## config.mk

```make
export PLATFORM = sky130hd
export DESIGN_NAME = fifo_flex
export DESIGN_NICKNAME = d
export VERILOG_FILES = /design/src/rtl/fifo_flex.sv
export SDC_FILE = /design/constraint.sdc
export NUM_CORES = 1
export LEC_CHECK = 0
export CAP_MARGIN = 20
export CELL_PAD_IN_SITES_DETAIL_PLACEMENT = 1
export CELL_PAD_IN_SITES_GLOBAL_PLACEMENT = 2
export CORE_ASPECT_RATIO = 0.8
export CORE_UTILIZATION = 45
export CTS_BUF_LIST = sky130_fd_sc_hd__clkbuf_4
export CTS_CLUSTER_DIAMETER = 30
export DETAILED_ROUTE_END_ITERATION = 16
export PLACE_DENSITY = 0.82
export SYNTH_ARGS = -nofsm -noshare
export SYNTH_HDL_FRONTEND = slang
export SYNTH_SLANG_ARGS = --single-unit
```

## constraint.sdc

```tcl
create_clock -name clk -period 7.8 [get_ports clk]
set_input_delay 1.56 -clock clk [delete_from_list [all_inputs] [get_ports clk]]
set_output_delay 1.56 -clock clk [all_outputs]
set_load 0.01 [all_outputs]
```

## src/rtl/fifo_flex.sv

```systemverilog
// Single-clock FIFO with arbitrary depth, optional first-word-fall-through read,
// programmable almost flags, occupancy output and sticky overflow/underflow errors.
module fifo_flex #(
   parameter int DATA_WIDTH    = 8,
   parameter int FIFO_DEPTH    = 32,
   parameter int FWFT          = 0,
   parameter int AFULL_THRESH  = 28,
   parameter int AEMPTY_THRESH = 4,
   parameter int ADDR_WIDTH    = $clog2(FIFO_DEPTH),
   parameter int CNT_WIDTH     = $clog2(FIFO_DEPTH + 1)
) (
   input  logic                  clk,
   input  logic                  rst,
   input  logic                  wr_en,
   input  logic [DATA_WIDTH-1:0] din,
   output logic                  full,
   output logic                  almost_full,
   input  logic                  rd_en,
   output logic [DATA_WIDTH-1:0] dout,
   output logic                  empty,
   output logic                  almost_empty,
   output logic [CNT_WIDTH-1:0]  level,
   input  logic                  clr_err,
   output logic                  overflow,
   output logic                  underflow
);

   localparam logic [ADDR_WIDTH-1:0] LAST_ADDR = ADDR_WIDTH'(FIFO_DEPTH - 1);

   logic [DATA_WIDTH-1:0] mem [FIFO_DEPTH];
   logic [ADDR_WIDTH-1:0] wr_ptr, rd_ptr;
   logic [CNT_WIDTH-1:0]  level_q;
   logic                  rd_ok, wr_ok;

   assign level        = level_q;
   assign empty        = (level_q == '0);
   assign full         = (level_q == CNT_WIDTH'(FIFO_DEPTH));
   assign almost_full  = (level_q >= CNT_WIDTH'(AFULL_THRESH));
   assign almost_empty = (level_q <= CNT_WIDTH'(AEMPTY_THRESH));

   // A full FIFO still accepts a write when the same cycle pops the head.
   assign rd_ok = rd_en & ~empty;
   assign wr_ok = wr_en & (~full | rd_ok);

   always_ff @(posedge clk) begin
      if (!rst && wr_ok)
         mem[wr_ptr] <= din;
   end

   // Explicit wrap so non-power-of-2 depths never index past the last entry.
   always_ff @(posedge clk) begin
      if (rst) begin
         wr_ptr  <= '0;
         rd_ptr  <= '0;
         level_q <= '0;
      end else begin
         if (wr_ok)
            wr_ptr <= (wr_ptr == LAST_ADDR) ? '0 : wr_ptr + 1'b1;
         if (rd_ok)
            rd_ptr <= (rd_ptr == LAST_ADDR) ? '0 : rd_ptr + 1'b1;
         if (wr_ok && !rd_ok)
            level_q <= level_q + 1'b1;
         else if (rd_ok && !wr_ok)
            level_q <= level_q - 1'b1;
      end
   end

   // A new error in the same cycle as clr_err keeps the flag set.
   always_ff @(posedge clk) begin
      if (rst) begin
         overflow  <= 1'b0;
         underflow <= 1'b0;
      end else begin
         if (wr_en && !wr_ok)
            overflow <= 1'b1;
         else if (clr_err)
            overflow <= 1'b0;
         if (rd_en && empty)
            underflow <= 1'b1;
         else if (clr_err)
            underflow <= 1'b0;
      end
   end

   generate
      if (FWFT != 0) begin : g_fwft
         assign dout = mem[rd_ptr];
      end else begin : g_reg
         logic [DATA_WIDTH-1:0] dout_q;
         always_ff @(posedge clk) begin
            if (rst)
               dout_q <= '0;
            else if (rd_ok)
               dout_q <= mem[rd_ptr];
         end
         assign dout = dout_q;
      end
   endgenerate

endmodule
```

==> flow_metrics.env <==
export IMPL_status="finished clean"
export IMPL_insertion_delay_ps=660
export IMPL_worstPathRequired_ps=8380
export IMPL_crit_path_end_kind="flop"
export IMPL_r2r_slack_ps=4030
export IMPL_hold_depth=2
export IMPL_die_height_um=145
export IMPL_drtIter0Drc=492
export IMPL_htreeDepth=3
export IMPL_fp_coreArea_sq_mm=0.0247
export IMPL_grt_usage_pct=21.7
export IMPL_areaGrowthSynthToFinish_pct=13.0
export IMPL_hold_end="overflow"
export IMPL_portBuffers=32
export IMPL_max_stage_delay_ps=680
export IMPL_cts_resized=0
export IMPL_finalWirelength_um=27500
export IMPL_leakage_nw=4.16
export IMPL_cp_max_fo=16
export IMPL_cts_tree="built"
export IMPL_rsz0062_at_grt="false"
export IMPL_critPathKind="input pin to flop"
export IMPL_cts_root_buf="clkbuf_4"
export IMPL_start_util_pct=46.6
export IMPL_fin_crit_sh_pct=56.6
export IMPL_ys_seq_area_share_pct=71.4
export IMPL_ys_types=64
export IMPL_finalHoldViolCount=0
export IMPL_grt_pass1_vias=6940
export IMPL_synth_top_area_cell="edfxtp_1"
export IMPL_cts_hold_buf=0
export IMPL_grt_pass1_wl_um=42100
export IMPL_syn_num_nets=697
export IMPL_grt_max_degree=58
export IMPL_cts_buffer_depth=3
export IMPL_fmax_mhz=227
export IMPL_cts_inserted_buffers=73
export IMPL_wl_met1_um=12400
export IMPL_dpl_hpwl_um=16800
export IMPL_drt_pre_antenna_iters=5
export IMPL_overflow=0
export IMPL_postSynth_asyncResetShare_pct=0
export IMPL_drv_cap=0
export IMPL_wl_met3_um=1910
export IMPL_p_per_area_mw_per_mm2=282
export IMPL_holdWs_ps=501
export IMPL_synth_top_area_share_pct=66.8
export IMPL_rr_worst_depth=11
export IMPL_gp_congestion=0.774
export IMPL_antenna_found_initial=1
export IMPL_netlist_instances=670
export IMPL_crit_chain="clkdlybuf4s50_1, nor2b_1, inv_2, ha_1, inv_1, ha_1, nor2b_1, o21a_1, o21ai_0, or3b_2, a21oi_1"
export IMPL_vdd_drop_max_mv=0.135
export IMPL_fin_skew_ps=37.4
export IMPL_critPathSlowestCell="nor2b_1"
export IMPL_worstReg2RegStart="level[5]"
export IMPL_dr_wl_met2_um=12600
export IMPL_io_pins=33
export IMPL_tns_ps=0
export IMPL_numClockSinks=282
export IMPL_hp_class="flop to flop"
export IMPL_slew_headroom_pct=33.9
export IMPL_tightest_slew_ps=980
export IMPL_synth_edf_count=256
export IMPL_ant_nets=0
export IMPL_drt_wirelength_per_cell_um=24.7
export IMPL_finish_net_count=778
export IMPL_vias_per_cell=5.79
export IMPL_dieArea_sq_mm=0.0262
export IMPL_via_count=6449
export IMPL_r2r_end="level[4]"
export IMPL_drive_gt1_share_pct=25.7
export IMPL_clkTransAtPathRegs_ps=60
export IMPL_synth_seq_cells=282
export IMPL_drv_slew=0
export IMPL_syn_area_sq_mm=0.0115
export IMPL_row_count=51
export IMPL_hold_start="overflow"
export IMPL_avgSynthCellArea_sq_um=17.2
export IMPL_cp_start_kind="input pin"
export IMPL_post_cts_buffers=0
export IMPL_synth_area_leaders="edfxtp_1, mux4_2, dfxtp_1"
export IMPL_top_layer="met4"
export IMPL_finalSetupViolCount=0
export IMPL_arrival_ps=5000
export IMPL_drc=0
export IMPL_die_width_um=181
export IMPL_min_period_ps=4410
export IMPL_synth_warnings=0
export IMPL_synth_main_ff_cell="edfxtp_1"
metal layers:
metal / vias up / global-route usage, %
li1: 2849 / -
met3: 45 / 5.15
met4: 0 / 7.35
met5: - / 0
met1: 3311 / 31.3
met2: 244 / 32.4
cell type report:
| cell class | count | area (sq um) |
|---|---|---|
| fill | 2296 | 11700 |
| tap | 318 | 398 |
| inverter | 11 | 41.3 |
| clock inverter | 17 | 125 |
| multi-input combinational | 339 | 3000 |
| sequential | 282 | 8220 |
| timing repair buffer | 44 | 450 |
| clock buffer | 102 | 766 |
| antenna | 1 | 2.50 |
logic make-up after synthesis:
kind of cell,after synthesis,synth area share [%]
AOI/OAI and AO/OA,71,4.12
and+or+nand+nor,173,7.15
DFF,282,71.4
adders and majority gates,14,1.59
buffers and inverters,49,2.52
xor gates and xnor gates,2,0.152
muxes,79,13.1
report_power, final:
part	switching (W)	internal, W	total (W)
combinational	0.000340	0.000327	0.000667
clock	0.000582	0.000667	0.00125
sequential	0.0000681	0.00168	0.00175
worst max path at each step:
stage,start,slack [ps],end
detailed placement,rd_en,2730,level[4]
finish,rd_en,3390,level[4]
floorplan,rd_en,4010,level[4]
CTS,rd_en,3410,level[4]
global placement,rd_en,2840,level[4]
global route,rd_en,3170,level[4]
placed cells by master (no fill, tap or decap), types with 6 or more instances in the layout:
| cell | n |
|---|---|
| nand2_1 | 46 |
| mux4_2 | 55 |
| nor3_1 | 8 |
| clkdlybuf4s50_1 | 31 |
| a21oi_1 | 21 |
| buf_4 | 9 |
| mux2i_1 | 13 |
| dfxtp_1 | 24 |
| nand3_1 | 14 |
| mux2_2 | 10 |
| clkinv_1 | 9 |
| nor2b_1 | 6 |
| edfxtp_1 | 256 |
| nor2_1 | 64 |
| inv_1 | 7 |
| o21ai_0 | 7 |
| clkbuf_4 | 102 |
| ha_1 | 13 |
cells in the mapped netlist (all sizes together), types with 2 or more instances:
cell type / number
or4: 3
a311oi: 3
and3: 2
nor4b: 2
clkbuf: 10
a21oi: 21
nor2: 64
a22oi: 2
nor3b: 5
mux4: 56
o41ai: 3
nand3b: 5
edfxtp: 256
clkinv: 2
o211ai: 2
o21ai: 12
nor3: 9
or3b: 3
nor4: 3
nand2: 50
a311o: 2
ha: 13
nor2b: 6
nand2b: 2
buf: 28
mux2i: 13
a31oi: 4
o221ai: 3
mux2: 10
inv: 9
a211oi: 4
o22ai: 5
dfxtp: 26
nand3: 14
critical path: cells and delay by family:
| kind | cells | cell delay [ps] |
|---|---|---|
| fa+ha+maj | 2 | 660 |
| buf+inv | 3 | 1050 |
| simple gates | 3 | 1280 |
| compound gates | 3 | 450 |
registers in the layout, indices dropped and copies added (netlist names):
signal,cells
underflow,1
level,6
rd_ptr,5
mem,256
overflow,1
dout,8
wr_ptr,5
metrics by stage:
step / std cells / instance area [sq um] / util (%) / worst slack [ps] / total power [W]
detailed placement: 992 / 12100 / 48.8 / 2730 / 0.00246
global route: 1114 / 13000 / 52.7 / 3170 / 0.00384
floorplan: 670 / 11500 / - / 4010 / 0.00225
global placement: 991 / 12000 / 48.8 / 2840 / 0.00243
finish: 1114 / 13000 / 52.7 / 3390 / 0.00367
CTS: 1111 / 13000 / 52.4 / 3410 / 0.00371
Note: power is estimated with default switching activity, not from simulation.
